**config.mk**
```make
export PLATFORM = sky130hd
export DESIGN_NAME = serial_adder
export DESIGN_NICKNAME = d
export VERILOG_FILES = /design/src/rtl/serial_adder.sv
export SDC_FILE = /design/constraint.sdc
export NUM_CORES = 1
export LEC_CHECK = 0
export BUFFER_PORTS_ARGS = -buffer_cell sky130_fd_sc_hd__buf_2
export CAP_MARGIN = 20
export CORE_ASPECT_RATIO = 0.75
export CORE_MARGIN = 2
export CORE_UTILIZATION = 49
export CTS_CLUSTER_SIZE = 40
export DETAILED_ROUTE_END_ITERATION = 7
export MAX_ROUTING_LAYER = met4
export PLACE_DENSITY = 0.75
export SLEW_MARGIN = 20
export SYNTH_ARGS = -nofsm -noshare
export SYNTH_HDL_FRONTEND = slang
export SYNTH_SLANG_ARGS = --single-unit
```
**constraint.sdc**
```tcl
create_clock -name clk -period 1.2 [get_ports clk]
set_clock_uncertainty 0.05 [all_clocks]
set_input_delay 0.18 -clock clk [delete_from_list [all_inputs] [get_ports clk]]
set_output_delay 0.18 -clock clk [all_outputs]
set_load 0.02 [all_outputs]
```
**src/rtl/serial_adder.sv**
```systemverilog
// serial_adder: bit-serial WIDTH-bit adder built from one full-adder cell and
// a registered carry. One operand bit pair is consumed per clock, LSB first.
//
// Handshake: start is sampled only in IDLE. The accepting edge captures a, b
// and cin. busy is high for the WIDTH cycles of the addition. done pulses for
// one cycle when the result lands in sum/cout. start is ignored while busy.
//
// Ports:
//   clk   - single clock, rising edge
//   rst   - synchronous active-high reset
//   start - request a new addition (sampled in IDLE only)
//   a, b  - WIDTH-bit operands, captured on the accepting edge
//   cin   - carry-in, captured on the accepting edge
//   busy  - high while an addition is in progress
//   done  - one-cycle completion pulse
//   sum   - last completed sum (holds during RUN)
//   cout  - last completed carry-out (holds during RUN)
module serial_adder #(
    parameter int WIDTH = 8
) (
    input  logic             clk,
    input  logic             rst,
    input  logic             start,
    input  logic [WIDTH-1:0] a,
    input  logic [WIDTH-1:0] b,
    input  logic             cin,
    output logic             busy,
    output logic             done,
    output logic [WIDTH-1:0] sum,
    output logic             cout
);

    localparam int CNT_W = (WIDTH > 1) ? $clog2(WIDTH) : 1;
    localparam logic [CNT_W-1:0] LAST_BIT = CNT_W'(WIDTH - 1);

    typedef enum logic {
        IDLE = 1'b0,
        RUN  = 1'b1
    } state_t;

    state_t           state;
    state_t           state_next;

    logic [WIDTH-1:0] a_sr;
    logic [WIDTH-1:0] b_sr;
    logic [WIDTH-1:0] psum;
    logic             carry;
    logic [CNT_W-1:0] cnt;

    logic             fa_s;
    logic             fa_c;
    logic             last;
    logic             accept;

    // Full-adder cell on the current LSBs and the running carry.
    assign fa_s = a_sr[0] ^ b_sr[0] ^ carry;
    assign fa_c = (a_sr[0] & b_sr[0]) | (a_sr[0] & carry) | (b_sr[0] & carry);

    assign accept = (state == IDLE) && start;
    assign last   = (state == RUN) && (cnt == LAST_BIT);

    // State register
    always_ff @(posedge clk) begin
        if (rst) begin
            state <= IDLE;
        end else begin
            state <= state_next;
        end
    end

    // Next-state logic
    always_comb begin
        state_next = state;
        case (state)
            IDLE: if (start) state_next = RUN;
            RUN:  if (cnt == LAST_BIT) state_next = IDLE;
            default: state_next = IDLE;
        endcase
    end

    // Output logic
    always_comb begin
        busy = 1'b0;
        if (state == RUN) begin
            busy = 1'b1;
        end
    end

    // Datapath: operand shifters, carry, bit counter, partial sum and the
    // result registers. sum/cout are only written on the completion edge so
    // partial results never appear on the outputs.
    always_ff @(posedge clk) begin
        if (rst) begin
            a_sr  <= '0;
            b_sr  <= '0;
            psum  <= '0;
            carry <= 1'b0;
            cnt   <= '0;
            sum   <= '0;
            cout  <= 1'b0;
            done  <= 1'b0;
        end else begin
            done <= 1'b0;
            if (accept) begin
                a_sr  <= a;
                b_sr  <= b;
                carry <= cin;
                cnt   <= '0;
                psum  <= '0;
            end else if (state == RUN) begin
                a_sr  <= a_sr >> 1;
                b_sr  <= b_sr >> 1;
                carry <= fa_c;
                // Sum bits enter at the MSB and walk down, so after WIDTH
                // shifts bit 0 of the result sits at psum[0].
                psum  <= {fa_s, psum[WIDTH-1:1]};
                if (last) begin
                    cnt  <= '0;
                    sum  <= {fa_s, psum[WIDTH-1:1]};
                    cout <= fa_c;
                    done <= 1'b1;
                end else begin
                    cnt <= cnt + CNT_W'(1);
                end
            end
        end
    end

endmodule

```
==> impl_metrics.py <==
metrics = {
    "power_and_ir_drop": {
        "power_frac_comb_pct": 13.1,
        "powerDensity_mw_per_mm2": 1290,
        "p_leak_uw": 0.000888,
        "switchingPower_uw": 666,
        "clockPowerShare_pct": 38.0,
        "power.share.switching_pct": 23.8,
        "p_seq_share_pct": 48.9,
        "internal_power_uw": 2130,
        "peakVddDrop_v": 0.000662,
    },
    "cells_and_area": {
        "finish.utilization_pct": 66.1,
        "syn_to_final_growth_pct": 29.6,
        "drive_above_1_share_pct": 35.1,
        "fin_cells": 245,
        "final_nets": 227,
        "antennaDiodeCount": 0,
        "fillers": 254,
    },
    "clock_network": {
        "cts_buffers": 5,
        "clkTransAtPathRegs_ns": 0.07,
        "root_buffer": "clkbuf_8",
        "cts_tree": "done",
        "cts-htree-levels": 2,
        "numClockSinks": 38,
        "cts_max_path_buffers": 2,
        "clk-insertion-delay-late_ns": 0.30,
    },
    "logic_synthesis": {
        "synthDistinctLibCells": 20,
        "netlist_area_mm2": 0.00168,
        "synth_top_area_share_pct": 45.4,
        "yosys_warnings": 0,
        "yosysSeqAreaShare_pct": 45.4,
        "synth.avg_cell_area_um2": 9.91,
        "syn_nets": 192,
        "yosys-top-cells-area": "dfxtp_1 45%, mux2i_1 10%, a211oi_1 6.7%, a21oi_1 6.0%, or3b_1 5.8%",
        "synth_edf_count": 0,
        "synth_async_sr_flop_share_pct": 0,
        "synthFlopType": "dfxtp_1",
        "syn_inst": 169,
        "yosysMostFrequentCell": "dfxtp_1",
        "yosysTopAreaCell": "dfxtp_1",
        "yosys-top-cells-count": "38 x dfxtp_1, 20 x a21oi_1, 17 x mux2i_1",
        "ys_ff_latch": 38,
    },
    "worst_setup_path": {
        "regToRegStartpoint": "cnt[0]$_SDFFE_PP0P_",
        "critPathKind": "reg -> reg",
        "cp_data_arrival_time_ns": 1.45,
        "r2r-end": "cnt[0]$_SDFFE_PP0P_",
        "required_ns": 1.38,
        "critPathMaxFanout": 4,
        "end_kind": "flip-flop",
        "critPathLaunchType": "flip-flop",
        "crit_path_max_incr_delay_ns": 0.36,
        "crit_path_end": "cnt[0]$_SDFFE_PP0P_",
        "path_cells": "ha_4 > ha_4 > or3b_1 > a21oi_2",
        "critPathLaunch": "cnt[0]$_SDFFE_PP0P_",
        "r2r_slack_ns": -0.08,
        "cpMostUsedCell": "ha_4",
        "cp_slowest_cell": "or3b_1",
        "rr_worst_depth": 4,
    },
    "route": {
        "drt_first_pass_iters": 4,
        "via_count": 1329,
        "viasPerCell": 5.42,
        "drc_errors": 0,
        "routed_wirelength_mm": 3.41,
        "route.detailed.wl_per_inst_um": 13.9,
        "drt_iter0_markers": 56,
        "ant_nets": 0,
    },
    "timing": {
        "fin_crit_sh_pct": 106,
        "fin_ws_ns": -0.0754,
        "relSlewSlack_pct": 85.0,
        "setup_viol": 10,
        "final_max_slew_viol_count": 0,
        "rsz0062_at_grt": "yes",
        "fmax_ghz": 0.784,
        "setup_tns_ns": -0.441,
        "finalHoldViolations": 0,
        "worstMarginPinSlew_ns": 0.225,
        "fin_crit_ns": 1.28,
    },
    "run_status": {
        "outcome": "complete, but fails checks",
        "violations": "setup timing",
    },
    "global_route": {
        "grt_pass1_vias": 1192,
        "grt_pass1_wl_mm": 5.43,
        "track_usage_pct": 19.0,
        "grt_max_degree": 39,
        "grt_antenna_before_repair": 0,
        "grt.overflow.total": 0,
    },
    "worst_hold_path": {
        "min_path_type": "in -> reg",
        "min_from": "b[7]",
    },
    "placement": {
        "dp.cells": 230,
        "hpwlAfterDp_mm": 2.08,
        "port_buffers": 30,
        "gp_congestion": 0.770,
    },
    "die": {
        "die_area_mm2": 0.00391,
        "fp.dieW_um": 71.5,
        "io_pins": 31,
        "start_util_pct": 51.0,
        "coreArea_mm2": 0.00329,
        "rows": 18,
        "die_h_um": 54.6,
    },
    "job": {
        "cap_viol_max_count": 0,
    },
}
## power by group through the flow
stage | combinational (uW) | sequential (uW) | clock, uW
global placement | 292 | 1390 | 0
floorplan | 214 | 1380 | 0
detailed placement | 300 | 1390 | 0
finish | 367 | 1370 | 1060
global route | 398 | 1380 | 1140
CTS | 338 | 1360 | 1090
## routing by layer
layer / GRT usage, % / part of all wire, %
met5: - / 0
met4: 9.43 / 0.29
met3: 4.60 / 5.1
met2: 27.8 / 45
met1: 24.7 / 49
## cells by family after synthesis
family,count (synthesis),share of synthesized area (%)
AND/OR/NAND/NOR,50,18.1
AO/OA/AOI/OAI,44,18.1
flip-flops,38,45.4
buffers and inverters,17,5.60
multiplexers,17,10.2
adder cells (fa/ha/maj),3,2.69
## flip-flops by register name (all words and copies together) (netlist names)
register  count
a_sr          8
b_sr          8
carry         1
cnt           3
cout          1
done          1
psum          7
state         1
sum           8
## how the worst min path moves through the flow
stage	to	slack, ns	cells after the start
2_1_floorplan	a_sr[7]$_SDFFE_PP0P_	0.33	2
3_3_place_gp	psum[1]$_SDFFE_PP0P_	0.41	2
3_5_place_dp	psum[5]$_SDFFE_PP0P_	0.42	2
4_1_cts	b_sr[7]$_SDFFE_PP0P_	0.13	3
5_1_grt	a_sr[7]$_SDFFE_PP0P_	0.14	3
6_report	b_sr[7]$_SDFFE_PP0P_	0.13	3
## cells in the final DEF (no fill, tap or decap), types with 8 or more instances in the layout
cell type and instances:
a211oi_1 15, a21bo_2 8, a21oi_1 18, buf_2 29
dfxtp_1 33, mux2i_1 17, nand2_1 9, nand3_1 9
nor2b_1 15, or3b_1 11
## worst max-delay path, delay by kind of cell (launching register included)
kind	cells	cell delay, ns
AND/OR/NAND/NOR	1	0.36
AO/OA/AOI/OAI	1	0.12
flip-flops	1	0.34
adder cells (fa/ha/maj)	2	0.34
## area by class of cell
type | instances | area [um2] | share of cell area [%]
clock buffers | 5 | 68.8 | 3.17
flip-flops and latches | 38 | 769 | 35.4
repair inverters | 1 | 7.51 | 0.346
repair buffers | 43 | 362 | 16.6
well taps | 40 | 50.0 | 2.30
inverters | 1 | 7.51 | 0.346
multi-input cells | 114 | 867 | 39.9
clock inverters | 3 | 40.0 | 1.84
## through the flow
stage | power (uW) | worst slack (ns) | area, um2 | hold slack (ns)
floorplan | 1600 | -0.00470 | 1700 | 0.325
finish | 2800 | -0.0754 | 2170 | 0.128
CTS | 2790 | -0.0975 | 2100 | 0.133
global placement | 1680 | -0.0370 | 1920 | 0.410
detailed placement | 1690 | -0.0676 | 1920 | 0.421
global route | 2920 | -0.122 | 2170 | 0.141
## timing repair
action / 4_1_cts / 5_1_grt
resized for setup: 9 / 8
gates cloned: 2 / 1
pin swaps: 5 / 8
buffers inserted: 1 / 3
setup endpoints to repair: 19 / 21
hold buffers: 0 / 0
Note: power is estimated with default switching activity, not from simulation.
